--- src/rtl/pls_dac_sample_output_if.sv ---
// Float32 sample stream between the pulse generator core and the DAC stage.
// The generator drives the master side; the DAC stage is the slave.
interface pls_dac_sample_output_if;
  logic [31:0] tdata;
  logic        tvalid;
  logic        tready;

  modport master (
    output tdata,
    output tvalid,
    input  tready
  );

  modport slave (
    input  tdata,
    input  tvalid,
    output tready
  );
endinterface

--- src/rtl/pls_dac_sample_output.sv ---
// Float32 -> DAC code converter with credit-based FIFO and tick-paced output.
// Define PLS_DAC_OFFSET_BINARY_EN for offset-binary dac_data coding.
module pls_dac_sample_output #(
  parameter int DAC_WIDTH  = 16,
  parameter int FIFO_DEPTH = 16,
  parameter int DIV_WIDTH  = 16,
  localparam int LW = $clog2(FIFO_DEPTH + 1),
  localparam int AW = $clog2(FIFO_DEPTH)
) (
  input  logic                 aclk,
  input  logic                 aresetn,
  pls_dac_sample_output_if.slave s,
  input  logic                 enable,
  input  logic [DIV_WIDTH-1:0] rate_div,
  input  logic                 clr_underrun,
  output logic [DAC_WIDTH-1:0] dac_data,
  output logic                 dac_strobe,
  output logic                 underrun,
  output logic [LW-1:0]        fifo_level
);

  typedef struct packed {
    logic                 v;
    logic                 sgn;
    logic                 sat;
    logic [DAC_WIDTH-1:0] mag;
  } s1_t;

  typedef struct packed {
    logic                 v;
    logic [DAC_WIDTH-1:0] code;
  } s2_t;

  localparam logic [DAC_WIDTH-1:0] CODE_MAX =
    {1'b0, {(DAC_WIDTH-1){1'b1}}};
  localparam logic [DAC_WIDTH-1:0] CODE_MIN =
    {1'b1, {(DAC_WIDTH-1){1'b0}}};

`ifdef PLS_DAC_OFFSET_BINARY_EN
  localparam logic [DAC_WIDTH-1:0] OUT_MASK = CODE_MIN;
`else
  localparam logic [DAC_WIDTH-1:0] OUT_MASK = '0;
`endif

  // Right shift that maps 2^e onto 2^(e+DAC_WIDTH-1): 23-(exp-127+W-1)
  localparam logic [8:0] SH_BASE = 9'(151 - DAC_WIDTH);

  s1_t s1_q, s1_d;
  s2_t s2_q, s2_d;

  logic [DAC_WIDTH-1:0] mem [FIFO_DEPTH];
  logic [AW-1:0]        wr_ptr, rd_ptr;
  logic [DIV_WIDTH-1:0] cnt, rate_q, rate_eff;
  logic                 tick, push, pop, fire;
  logic [LW:0]          credit_used;
  logic [7:0]           exp8;
  logic [22:0]          frac;
  logic [23:0]          mant;
  logic [8:0]           sh;
  logic                 is_zero;

  assign exp8 = s.tdata[30:23];
  assign frac = s.tdata[22:0];
  assign mant = {1'b1, frac};
  assign sh   = SH_BASE - {1'b0, exp8};
  assign fire = s.tvalid & s.tready;

  // Zero, denormals and NaN all map to code 0
  assign is_zero = (exp8 == 8'd0) ||
                   ((exp8 == 8'hFF) && (frac != 23'd0));

  always_comb begin
    s1_d     = '0;
    s1_d.v   = fire;
    s1_d.sgn = s.tdata[31];
    s1_d.sat = !is_zero && (exp8 >= 8'd127);
    if (!is_zero && (exp8 < 8'd127))
      s1_d.mag = DAC_WIDTH'(mant >> sh);
  end

  always_comb begin
    s2_d   = '0;
    s2_d.v = s1_q.v;
    unique case (1'b1)
      s1_q.sat && s1_q.sgn:  s2_d.code = CODE_MIN;
      s1_q.sat && !s1_q.sgn: s2_d.code = CODE_MAX;
      !s1_q.sat && s1_q.sgn: s2_d.code = DAC_WIDTH'(-s1_q.mag);
      default:               s2_d.code = s1_q.mag;
    endcase
  end

  always_ff @(posedge aclk or negedge aresetn) begin
    if (!aresetn) begin
      s1_q <= '0;
      s2_q <= '0;
    end else begin
      s1_q <= s1_d;
      s2_q <= s2_d;
    end
  end

  // Credits count words in flight so the pipeline never needs to stall
  assign credit_used = {1'b0, fifo_level} +
                       (LW+1)'(s1_q.v) + (LW+1)'(s2_q.v);
  assign s.tready = aresetn &&
                    (credit_used < (LW+1)'(FIFO_DEPTH));

  // A new rate_div is sampled only when the counter sits at 0
  assign rate_eff = (cnt == '0) ? rate_div : rate_q;
  assign tick     = enable && (cnt == rate_eff);
  assign push     = s2_q.v;
  assign pop      = tick && (fifo_level != '0);

  always_ff @(posedge aclk or negedge aresetn) begin
    if (!aresetn) begin
      cnt    <= '0;
      rate_q <= '0;
    end else begin
      if (cnt == '0)
        rate_q <= rate_div;
      if (!enable || tick)
        cnt <= '0;
      else
        cnt <= cnt + 1'b1;
    end
  end

  always_ff @(posedge aclk) begin
    if (push)
      mem[wr_ptr] <= s2_q.code;
  end

  always_ff @(posedge aclk or negedge aresetn) begin
    if (!aresetn) begin
      wr_ptr     <= '0;
      rd_ptr     <= '0;
      fifo_level <= '0;
    end else begin
      if (push)
        wr_ptr <= wr_ptr + 1'b1;
      if (pop)
        rd_ptr <= rd_ptr + 1'b1;
      fifo_level <= fifo_level + LW'(push) - LW'(pop);
    end
  end

  always_ff @(posedge aclk or negedge aresetn) begin
    if (!aresetn) begin
      dac_data   <= OUT_MASK;
      dac_strobe <= 1'b0;
      underrun   <= 1'b0;
    end else begin
      dac_strobe <= tick;
      if (pop)
        dac_data <= mem[rd_ptr] ^ OUT_MASK;
      if (tick && !pop)
        underrun <= 1'b1;
      else if (clr_underrun)
        underrun <= 1'b0;
    end
  end

endmodule

--- src/flat_wrapper.sv ---
// flat-port wrapper written by rule: the top's interface ports become plain ports
module pls_dac_sample_output_flat 
#(
  parameter int DAC_WIDTH  = 16,
  parameter int FIFO_DEPTH = 16,
  parameter int DIV_WIDTH  = 16,
  localparam int LW = $clog2(FIFO_DEPTH + 1),
  localparam int AW = $clog2(FIFO_DEPTH)
)
  (aclk, aresetn, enable, rate_div, clr_underrun, dac_data, dac_strobe, underrun, fifo_level, s_tdata, s_tvalid, s_tready);
  pls_dac_sample_output_if s_i ();
  input  logic aclk;
  input  logic aresetn;
  input  logic enable;
  input  logic [DIV_WIDTH-1:0] rate_div;
  input  logic clr_underrun;
  output logic [DAC_WIDTH-1:0] dac_data;
  output logic dac_strobe;
  output logic underrun;
  output logic [LW-1:0] fifo_level;
  input wire logic [$bits(s_i.tdata)-1:0] s_tdata;
  input wire logic [$bits(s_i.tvalid)-1:0] s_tvalid;
  output wire logic [$bits(s_i.tready)-1:0] s_tready;
  assign s_i.tdata = s_tdata;
  assign s_i.tvalid = s_tvalid;
  assign s_tready = s_i.tready;
  pls_dac_sample_output #(.DAC_WIDTH(DAC_WIDTH), .FIFO_DEPTH(FIFO_DEPTH), .DIV_WIDTH(DIV_WIDTH)) u_core (.aclk(aclk), .aresetn(aresetn), .s(s_i), .enable(enable), .rate_div(rate_div), .clr_underrun(clr_underrun), .dac_data(dac_data), .dac_strobe(dac_strobe), .underrun(underrun), .fifo_level(fifo_level));
endmodule
--- config.mk ---
export PLATFORM = sky130hd
export DESIGN_NAME = pls_dac_sample_output_flat
export DESIGN_NICKNAME = d
export VERILOG_FILES = /design/src/rtl/pls_dac_sample_output_if.sv /design/src/rtl/pls_dac_sample_output.sv /design/src/flat_wrapper.sv
export SDC_FILE = /design/constraint.sdc
export NUM_CORES = 1
export LEC_CHECK = 0
export BUFFER_PORTS_ARGS = -buffer_cell sky130_fd_sc_hd__buf_4
export CAP_MARGIN = 0
export CORE_AREA = 2 2 138 275
export DETAILED_ROUTE_END_ITERATION = 16
export DIE_AREA = 0 0 140 277
export MAX_ROUTING_LAYER = met4
export PLACE_DENSITY = 0.55
export SETUP_SLACK_MARGIN = 0.05
export SLEW_MARGIN = 20
export SYNTH_ARGS = -nofsm -noshare
export SYNTH_HDL_FRONTEND = slang
export SYNTH_SLANG_ARGS = --single-unit
--- constraint.sdc ---
create_clock -name aclk -period 6.3 [get_ports aclk]
set_input_delay 0.63 -clock aclk [delete_from_list [all_inputs] [get_ports aclk]]
set_output_delay 0.63 -clock aclk [all_outputs]
set_load 0.05 [all_outputs]
; Word level (Yosys, flattened, before mapping)
; Memories as Yosys holds them, arrays and structs flattened. A register that Yosys moved wholly into a read port is not among the register bits.
; Index checks and enable logic that the tools add are counted.
[totals]
rom_bits = 0
register_bits = 83
mem_bits_rw = 256
memories = 1
word_cells = 61
latch_bits = 0
[memory_table]
columns = name, words, width, rd, rd_clocked_by_memory_dff, write_ports, line_no
row1 = u_core.mem, 16, 16, 1, 1, 1, pls_dac_sample_output.sv:51  ; logic [DAC_WIDTH-1:0] mem [FIFO_DEPTH];
[classes]
n_reduce_logical = 23
n_div = 0
n_eq_ne = 2
addsub = 9
magnitude_cmp = 3
n_shift = 1
n_bitwise = 1
muxes = 8
n_mul = 0
[ops]
columns = cell, count
row1 = $mux 16, 3
row2 = $pmux 16 s3, 1
row3 = $shr 24x9->16, 1
row4 = $reduce_bool 23->1, 1
row5 = $add 16x1->16 const B, 1
row6 = $eq 16x16->1, 1
row7 = $logic_not 16->1, 1
row8 = $neg 16->16, 1
row9 = $logic_and 1x1->1, 10
row10 = $sub 8x8->9 const A, 1
row11 = $add 4x1->4 const B, 2
row12 = $eq 8x8->1 const B, 1
row13 = $ge 8x7->1 const B, 1
row14 = $logic_not 8->1, 1
row15 = $lt 8x7->1 const B, 1
row16 = $add 5x1->6, 1
row17 = $add 6x1->6, 1
row18 = $logic_not 1->1, 6
row19 = $lt 6x5->1 const B, 1
row20 = $add 5x1->5, 1
row21 = $reduce_bool 5->1, 1
row22 = $sub 5x1->5, 1
row23 = $mux 1, 4
row24 = $logic_or 1x1->1, 2
row25 = other kinds (2), 2

; Longest topological paths before layout
; Gate-level depths: netlist (run 1).
[depth]
ltp_word = 8
ltp_mapped = 18
ltp_nobuf = 17

; Worst setup path after synthesis (run 1)
; Ideal clock, no wire load.
[synth_timing]
path_type = register to register
start = register u_core.cnt[0]
end = register u_core.fifo_level[4]
period_less_slack_ps = 3106
required_time_ps = 6175
path_slack_ps = 3194
setup_ps = 125
stages_incl_launch_ff = 19
n_path_buf = 1
arrival_time_ps = 2980
path_cell_list = dfrtp_1 clkbuf_1 inv_1 ha_1 nor4b_2 nand4_2 nor4_1 o21ai_2 nor3_1 ha_1 inv_1 ha_1 inv_1 fa_1 inv_1 a21oi_1 nor2_1 nor2_1 xor2_1
[synth_between]
elab_chain_len = 6
[synth_lines]
columns = element, line_no
row1 = from (decl), pls_dac_sample_output.sv:53  ; logic [DIV_WIDTH-1:0] cnt, rate_q, rate_eff;
row2 = from (signal assigned), pls_dac_sample_output.sv:124  ; cnt <= cnt + 1'b1;
row3 = $logic_not 16->1, pls_dac_sample_output.sv:109  ; assign rate_eff = (cnt == '0) ? rate_div : rate_q;
row4 = $mux 16, pls_dac_sample_output.sv:109
row5 = $eq 16x16->1 (*), pls_dac_sample_output.sv:110  ; assign tick = enable && (cnt == rate_eff);
row6 = $logic_and 1x1->1 (*), pls_dac_sample_output.sv:110
row7 = $logic_and 1x1->1 (*), pls_dac_sample_output.sv:112  ; assign pop = tick && (fifo_level != '0);
row8 = via u_core.pop, pls_dac_sample_output.sv:54  ; logic tick, push, pop, fire;
row9 = $sub 5x1->5 (*), pls_dac_sample_output.sv:143  ; fifo_level <= fifo_level + LW'(push) - LW'(pop);
row10 = to (signal assigned), pls_dac_sample_output.sv:143
row11 = to (decl), pls_dac_sample_output.sv:19  ; output logic [LW-1:0] fifo_level
; The timed path passes the listed nets; every way through them passes the cells marked *.
; A chain may end at the register's enable or synchronous reset.

; Worst setup path after layout (run 1)
; Ends and elaborated chain as after synthesis.

==> impl_metrics.yaml, run 1 <==
outcome:
  status: "complete, but fails checks"
  violations: "design-rule violations"
power:
  pwr-share-seq_pct: 53.3
  pwr-share-comb_pct: 5.4
  leakage_nw: 6.61
  swShare_pct: 22.2
  p_clk_share_pct: 41.3
  vdd_drop_max_v: 0.000247
  intPower_w: 0.00387
  switching_power_w: 0.00110
  p_per_area_nw_per_um2: 278
  p_total_w: 0.00497
cts:
  clkSinkCount: 355
  path_clk_slew_ns: 0.07
  post-cts-setup-buffers: 0
  postCtsResizedCells: 0
  htreeDepth: 2
  numCtsBuffers: 34
  cts_buffer_depth: 3
  cts-root-buf: "clkbuf_16"
  clock_latency_ns: 0.52
  tritoncts: "yes"
  ctsHoldBuffers: 0
yosys:
  yosysMostFrequentCell: "edfxtp_1"
  dominantRegCellSynth: "edfxtp_1"
  synth-xor-area-share_pct: 2.98
  synth_fa_ha_area_share_pct: 1.65
  synth-simple-area-share_pct: 6.69
  ys_warn_count: 0
  synthesis.area_um2: 15600
  synth_top_family_by_area: "multiplexers"
  syn_area_per_cell_um2: 16.0
  synth_edf_count: 256
  synthTopCellsByCount: "256 x edfxtp_1, 99 x dfrtp_1, 83 x mux4_2, 65 x nor2_1, 47 x nand2_1"
  synth_seq_area_share_pct: 65.3
  synth_compound_area_share_pct: 4.31
  ys_types: 63
  syn_inst: 971
  postSynth.asyncResetShare_pct: 27.9
  synth_mux_area_share_pct: 16.9
  synth-seq-cells: 355
  syn_nets: 1044
  netlist_top_cells_area: "edfxtp_1 49%, dfrtp_1 16%, mux4_2 12%"
  yosysTopAreaCell: "edfxtp_1"
  synth_top_area_share_pct: 49.3
job:
  cap_violations: 0
floorplan:
  io_pins: 77
  rows: 100
  dieHeight_um: 277
  initial_utilization_pct: 42.2
  die_area_um2: 38800
  die_x_um: 140
  core_um2: 36900
timing:
  setup_violations: 0
  fin_crit_sh_pct: 63.3
  period_needed_ns: 3.99
  worstMarginPinSlew_ns: 1.06
  relSlewSlack_pct: 29.2
  hold_violations: 0
  finClkSkew_ns: 0.0176
  fin_setup_tns_ns: 0
  worst_slack_ns: 2.31
  rsz0062_at_grt: "no"
  slew_violations: 0
  fmax_mhz: 251
  holdWs_ns: 0.00983
critical_path:
  crit_path_max_fanout: 23
  cp_common_cell: "inv_1"
  endpoint_kind: "flip-flop"
  max_stage_delay_ns: 0.61
  crit_type: "reg -> reg"
  arrival_ns: 4.39
  cp-start-kind: "flip-flop"
  worstPathRequired_ns: 6.70
  cp_slowest_cell: "nand4_2"
  worstPathCellList: "inv_1, ha_1, nor4b_2, nand4_2, nor4_1, o21ai_2, nor3_1, ha_1, inv_1, ha_1, inv_1, fa_1, inv_1, a21oi_1, nor2_1, nor2_1, xor2_1"
finish:
  syn2layout_area_growth_pct: 14.6
  fin_nets: 1127
  diodes: 0
  drive_above_1_share_pct: 27.5
  fillCellCount: 3144
routing:
  ant_nets: 0
  first_iter_violations: 654
  firstDrtPassIters: 11
  num_vias: 8669
  vias_per_cell: 5.64
  wl_per_cell_um: 23.2
  drc: 1
  drt-total-wl_um: 35800
global_routing:
  grt_pass1_wl_um: 54600
  grtUsageTotal_pct: 19.2
  grt_pass1_vias: 8945
  antenna_found_initial: 0
  grt_start_max_net_pins: 54
  overflow: 0
min_path:
  hp-class: "in -> async"
placement:
  dp_slack_ns: 2.31
  hpwl_um: 23000
  numPortBuffers: 76
  routabilityCongestion: 0.854
cell type report:
class	instances	area, um^2	share of cell area (%)
clock buffer	40	915	5.12
clock inverter	21	201	1.13
inverter	31	116	0.652
multi-input combinational	531	5090	28.5
sequential	355	10200	57.0
tap	459	574	3.22
timing repair buffer	101	778	4.36
final timing paths:
kind | from | end | slack (ns) | cells after the start
min in group aclk | s_tdata[31] | u_core.s1_q[17]$_DFF_PN0_ | 0.22 | 1
setup reg to reg | u_core.cnt[0]$_DFF_PN0_ | u_core.fifo_level[4]$_DFF_PN0_ | 2.31 | 17
hold reg to reg | u_core.s1_q[18]$_DFF_PN0_ | u_core.push$_DFF_PN0_ | 0.37 | 0
hold / removal | aresetn | u_core.dac_data[15]$_DFFE_PN0P_ | 0.01 | 1
setup / recovery | u_core.cnt[0]$_DFF_PN0_ | u_core.fifo_level[4]$_DFF_PN0_ | 2.31 | 17
max in group asynchronous | aresetn | u_core.rd_ptr[0]$_DFFE_PN0P_ | 4.66 | 3
layer usage:
metal / GRT usage (%) / up-vias / part of all wire (%)
li1: - / 3917 / -
met1: 24.8 / 4552 / 43
met2: 32.3 / 156 / 51
met3: 2.25 / 44 / 3.1
met4: 5.23 / 0 / 2.2
met5: - / - / 0
per-stage QoR:
stage          utilization (%)  cell area, um^2  cells
6_report                  48.4            17800   1538
5_1_grt                   48.4            17800   1538
4_1_cts                   48.3            17800   1537
3_5_place_dp              45.3            16700   1476
3_3_place_gp              45.3            16700   1476
2_1_floorplan                -            15600    971
critical path, delay by kind of cell (launching register included):
kind                     cells  cell delay (ns)
AO/OA/AOI/OAI                2             0.25
XOR/XNOR                     1             0.14
adder cells (fa/ha/maj)      4             0.93
buffers and inverters        4             0.28
flip-flops                   1             0.48
AND/OR/NAND/NOR              6             1.78
state kept, by name (all words and copies together), names as in the netlist:
name / count
u_core.mem: 256
u_core.underrun: 1
u_core.s1_q: 19
u_core.fifo_level: 5
u_core.rd_ptr: 4
u_core.push: 1
u_core.dac_strobe: 1
u_core.wr_ptr: 4
u_core.rate_q: 16
u_core.s2_q: 16
u_core.cnt: 16
u_core.dac_data: 16
power groups by stage:
stage	clock [W]	combinational [W]	sequential, W
detailed placement	0	0.000268	0.00270
global placement	0	0.000270	0.00269
finish	0.00205	0.000267	0.00265
floorplan	0	0.000172	0.00267
global route	0.00219	0.000295	0.00266
CTS	0.00211	0.000270	0.00265
logic make-up (layout without fill, tap and decap cells):
family                     count (synthesis)  count (layout)
AOI/OAI and AO/OA                         99              99
adders and majority gates                 20              20
and+or+nand+nor                          209             209
xor gates and xnor gates                  53              53
buffers and inverters                     85             193
muxes                                    150             150
DFF                                      355             355
cell usage in the layout (no fill, tap or decap), types with 21 or more instances in the layout:
master	synthesis	final
inv_1	31	31
edfxtp_1	256	256
nand2_1	47	47
nand3_1	21	21
mux4_2	83	83
clkbuf_16	0	35
buf_4	0	100
nor2_1	65	61
a21oi_1	21	21
xnor2_1	32	32
xor2_1	21	21
mux2_2	34	34
dfrtp_1	99	97
mux2i_1	24	24
Power figures use the tool's default switching activity.
==> run 2: changes to the inputs <==
- PLACE_DENSITY: 0.55 -> 0.57
- clock period: 6.3 -> 3.21 ns (I/O delays scaled with it)
==> run 2 against run 1 <==
  * The run now ends clean
  * Critical path depth down 2
  * Via count grew 1.9%
  * Total power grew 99%
  * Clock-buffer cell count up 1
==> impl_metrics.yaml, run 2 (synthesized netlist as in run 1, its figures left out) <==
critical_path:
  cp_common_cell: "inv_1"
  startpoint: "u_core.cnt[11]$_DFF_PN0_"
  crit_path_max_fanout: 5
  crit_type: "reg -> reg"
  worstPathRequired_ns: 3.62
  r2r_start: "u_core.cnt[11]$_DFF_PN0_"
  worstPathCellList: "xnor2_1, o221ai_1, nor4_2, a21oi_4, nor3_2, ha_1, inv_1, ha_2, inv_1, fa_2, inv_1, a21oi_1, nor2_1, nor2_1, xor2_1"
  cp_slowest_cell: "dfrtp_1"
  arrival_ns: 3.44
  regToRegSetupSlack_ns: 0.18
  endpoint_kind: "flip-flop"
  cp-start-kind: "flip-flop"
  max_stage_delay_ns: 0.47
timing:
  rsz0062_at_grt: "yes"
  worstMarginPinSlew_ns: 1.09
  setup_violations: 0
  period_needed_ns: 3.03
  fin_crit_sh_pct: 94.3
  fmax_mhz: 330
  slew_violations: 0
  finClkSkew_ns: 0.0276
  relSlewSlack_pct: 26.9
  hold_violations: 0
  fin_setup_tns_ns: 0
finish:
  fin_nets: 1162
  drive_above_1_share_pct: 29.9
  top_regs: "u_core.mem (256), u_core.s1_q (19)"
  multiInputGateArea_um2: 5170
  layout_commonest_cell: "edfxtp_1"
  top_register: "u_core.mem"
  fillCellCount: 3077
  regArea_um2: 10200
  diodes: 0
  syn2layout_area_growth_pct: 17.3
  largest_reg_flops: 256
  final_cell_mix: "256 x edfxtp_1, 126 x buf_4, 97 x dfrtp_1, 83 x mux4_2, 62 x nor2_1"
cts:
  numCtsBuffers: 34
  cts-root-buf: "clkbuf_16"
  clock_latency_ns: 0.54
  tritoncts: "yes"
  htreeDepth: 2
  path_clk_slew_ns: 0.06
  clkSinkCount: 355
  cts_buffer_depth: 3
power:
  p_per_area_nw_per_um2: 540
  vdd_drop_max_v: 0.000410
  pwr-share-comb_pct: 5.8
  p_clk_share_pct: 41.6
  p_total_w: 0.00987
  pwr-share-seq_pct: 52.6
  switching_power_w: 0.00216
  leakage_nw: 6.81
  intPower_w: 0.00772
  swShare_pct: 21.8
global_routing:
  grt_start_max_net_pins: 100
  overflow: 0
  grtUsageTotal_pct: 19.3
  grt_pass1_wl_um: 54900
  grt_pass1_vias: 9168
  antenna_found_initial: 0
floorplan:
  rows: 100
  dieHeight_um: 277
  io_pins: 77
  die_area_um2: 38800
  initial_utilization_pct: 42.2
  core_um2: 36900
  die_x_um: 140
placement:
  numPortBuffers: 76
  routabilityCongestion: 0.882
  hpwl_um: 23000
min_path:
  hold_start: "rate_div[14]"
  hp-class: "in -> reg"
routing:
  first_iter_violations: 654
  firstDrtPassIters: 7
  wl_per_cell_um: 22.5
  vias_per_cell: 5.61
  drc: 0
  drt-total-wl_um: 35500
  ant_nets: 0
  num_vias: 8832
outcome:
  status: "finished clean"
job:
  cap_violations: 0
## run 2: cell types whose count changed in the layout (fill, tap and decap cells not counted), sizes merged
cell / delta
clkinv: -2
dlygate4sd3: +3
bufinv: +2
clkinvlp: +1
inv: -1
clkbuf: +1
buf: +32
## run 2: per-stage QoR
step / std cells / util [%] / cell area (um^2) / setup WS, ns / hold slack [ns]
2_1_floorplan: 971 / - / 15600 / 0.104 / 0.0254
3_3_place_gp: 1501 / 46.0 / 17000 / 0.00916 / 0.370
3_5_place_dp: 1501 / 46.0 / 17000 / -0.0567 / 0.369
4_1_cts: 1566 / 49.2 / 18200 / 0.0521 / 0.00603
5_1_grt: 1574 / 49.5 / 18300 / -0.0533 / 0.0378
6_report: 1574 / 49.5 / 18300 / 0.182 / 0.0460
## run 2: final timing paths
path | end | cells past startpoint
worst max-delay path | u_core.fifo_level[4]$_DFF_PN0_ | 15
worst min-delay path | u_core.rate_q[14]$_DFF_PN0_ | 2
worst max register to register | u_core.fifo_level[4]$_DFF_PN0_ | 15
worst min register to register | u_core.push$_DFF_PN0_ | 0
max in group asynchronous | u_core.rd_ptr[0]$_DFFE_PN0P_ | 3
min in group asynchronous | u_core.dac_data[0]$_DFFE_PN0P_ | 3
## run 2: power by group through the flow
| stage | combinational, W | sequential [W] | clock, W |
|---|---|---|---|
| final | 0.000572 | 0.00520 | 0.00410 |
| after global routing | 0.000635 | 0.00521 | 0.00436 |
| after CTS | 0.000548 | 0.00520 | 0.00420 |
| after detailed placement | 0.000540 | 0.00529 | 0 |
| after global placement | 0.000535 | 0.00528 | 0 |
| after floorplan | 0.000337 | 0.00524 | 0 |
## run 2: worst max-delay path: cells and delay by family (launching register included)
kind,cells,cell delay (ns)
AOI/OAI and AO/OA,3,0.33
DFF,1,0.47
xor gates and xnor gates,2,0.39
adders and majority gates,3,0.76
and+or+nand+nor,4,0.79
buffers and inverters,3,0.17
## run 2: final cells by class
type | count | share of cell area, %
Clock buffer | 41 | 4.85
Clock inverter | 21 | 1.39
Inverter | 31 | 0.637
Multi-Input combinational cell | 531 | 28.3
Sequential cell | 355 | 55.6
Tap cell | 459 | 3.14
Timing Repair Buffer | 136 | 6.06
## run 2: layer usage
metal	GRT usage [%]	vias to the layer above	wire [um]
met2	33.2	208	18600
met4	5.21	0	785
li1	-	3998	-
met5	-	-	0
met3	2.42	59	1350
met1	24.1	4567	14700
## run 2: repair_timing
item | 4_1_cts | 5_1_grt
endpoints found under the hold margin | 2 | 2
hold buffers | 2 | 1
setup buffers | 1 | 7
resized for setup | 2 | 11
pin swaps | 0 | 4
setup endpoints to repair | 1 | 2
==> run 3: changes to the inputs <==
- REMOVE_ABC_BUFFERS: unset -> 1
==> run 3 against run 2 <==
  * The flow now finishes with violations (design-rule violations)
  * Clock power shrank 5.9%
  * Design area is essentially flat
  * Critical endpoint unchanged
  * Critical path depth grew 1
  * Largest power group unchanged
  * Largest cell class unchanged
  * Combinational power grew 1%
  * Wire length shrank 2.3%
  * Utilization is essentially flat
  * Cell count grew 0.64%
==> impl_metrics.yaml, run 3 (synthesized netlist as in run 1, its figures left out) <==
placement:
  routabilityCongestion: 0.861
  numPortBuffers: 76
  dp_cells: 1512
  hpwl_um: 23300
timing:
  fmax_mhz: 337
  relSlewSlack_pct: 32.5
  hold_violations: 0
  worstMarginPinSlew_ns: 1.01
  slew_violations: 0
  fin_crit_sh_pct: 92.4
  finClkSkew_ns: 0.0210
  setup_violations: 0
  period_needed_ns: 2.97
  rsz0062_at_grt: "yes"
cts:
  cts_buffer_depth: 3
  tritoncts: "yes"
  cts-root-buf: "clkbuf_16"
  numCtsBuffers: 34
  htreeDepth: 2
  clkSinkCount: 355
  path_clk_slew_ns: 0.06
  clock_latency_ns: 0.52
finish:
  final_cell_mix: "256 x edfxtp_1, 137 x buf_4, 96 x dfrtp_1, 83 x mux4_2, 65 x nor2_1"
  layout_commonest_cell: "edfxtp_1"
  top_regs: "u_core.mem (256), u_core.s1_q (19)"
  largest_reg_flops: 256
  final_util_pct: 49.5
  fin_nets: 1172
  drive_above_1_share_pct: 30.8
  syn2layout_area_growth_pct: 17.4
  final-instance-count-excl-fill: 1584
  top_register: "u_core.mem"
min_path:
  hp-class: "in -> async"
critical_path:
  path_delay_family: "simple AND/OR/NAND/NOR gates"
  endpoint_kind: "flip-flop"
  crit_type: "reg -> reg"
  cp_slowest_cell: "nor4_2"
  cp-start-kind: "flip-flop"
  arrival_ns: 3.37
  worstPathRequired_ns: 3.61
  max_stage_delay_ns: 0.42
  worstPathCellList: "nor4_2, nand4_4, buf_8, and4_1, o21ai_2, nor3_2, ha_1, inv_1, ha_2, inv_2, fa_2, inv_2, a21oi_1, nor2_1, nor2_1, xor2_1"
  crit_buf_inv: 4
  crit_path_max_fanout: 4
floorplan:
  die_area_um2: 38800
  initial_utilization_pct: 42.2
  io_pins: 77
  dieHeight_um: 277
  core_um2: 36900
  die_x_um: 140
  rows: 100
power:
  p_total_w: 0.00963
  vdd_drop_max_v: 0.000430
  leakage_nw: 6.86
  p_per_area_nw_per_um2: 527
routing:
  ant_nets: 0
  firstDrtPassIters: 11
  vias_per_cell: 5.49
  drt-total-wl_um: 34600
  drc: 4
  first_iter_violations: 610
  num_vias: 8704
  wl_per_cell_um: 21.9
global_routing:
  antenna_found_initial: 0
  grt_start_max_net_pins: 56
  overflow: 0
  grt_pass1_wl_um: 54500
  grtUsageTotal_pct: 18.9
  grt_pass1_vias: 9322
job:
  cap_violations: 0
outcome:
  violations: "design-rule violations"
  status: "complete, but fails checks"
==> run 3: stage by stage <==
step / setup slack, ns / setup TNS, ns / hold slack [ns] / cell area [um^2]
after floorplan: -0.897 / -15.11 / 0.0254 / 15300
after global placement: 0.0602 / 0 / 0.367 / 17000
after detailed placement: 0.0778 / 0 / 0.371 / 17000
after CTS: 0.0686 / 0 / 0.0320 / 18100
after global routing: 0.0421 / 0 / 0.0461 / 18300
final: 0.245 / 0 / 0.0339 / 18300
==> run 3: metal layers <==
layer  routed length, um  vias to the layer above  GRT usage [%]
met5                   0                        -              -
met4                 562                        0           4.33
met3                1040                       41           2.06
met2               18500                      158           32.9
met1               14500                     4490           24.0
li1                    -                     4015              -
==> run 3: final timing paths <==
check,depth (start not counted),to,slack (ns),from
worst min register to register,0,u_core.push$_DFF_PN0_,0.38,u_core.s1_q[18]$_DFF_PN0_
max in group asynchronous,2,u_core.cnt[11]$_DFF_PN0_,2.58,aresetn
min in group aclk,2,u_core.rate_q[0]$_DFF_PN0_,0.06,rate_div[0]
worst max-delay path,16,u_core.fifo_level[4]$_DFF_PN0_,0.24,u_core.cnt[4]$_DFF_PN0_
worst min-delay path,2,u_core.s2_q[14]$_DFF_PN0_,0.03,aresetn
worst max register to register,16,u_core.fifo_level[4]$_DFF_PN0_,0.24,u_core.cnt[4]$_DFF_PN0_
==> run 3: final cells by class <==
type                            instances  area, um^2
Antenna cell                            1        2.50
Clock buffer                           42         912
Clock inverter                         19         154
Fill cell                            3083       18600
Inverter                               31         116
Multi-Input combinational cell        531        5180
Sequential cell                       355       10200
Tap cell                              459         574
Timing Repair Buffer                  146        1170
==> run 3: what timing repair did <==
action / in CTS / in global routing
endpoints found under the hold margin: 2 / 0
hold buffers: 2 / 0
endpoints found under the setup margin: 1 / 1
pin swaps: 0 / 10
resized for setup: 1 / 22
setup buffers: 0 / 8
==> run 3: power breakdown <==
group / total, W / internal [W] / switching, W
combinational: 0.000578 / 0.000266 / 0.000312
sequential: 0.00520 / 0.00506 / 0.000140
clock: 0.00386 / 0.00219 / 0.00166
total: 0.00963 / 0.00752 / 0.00211
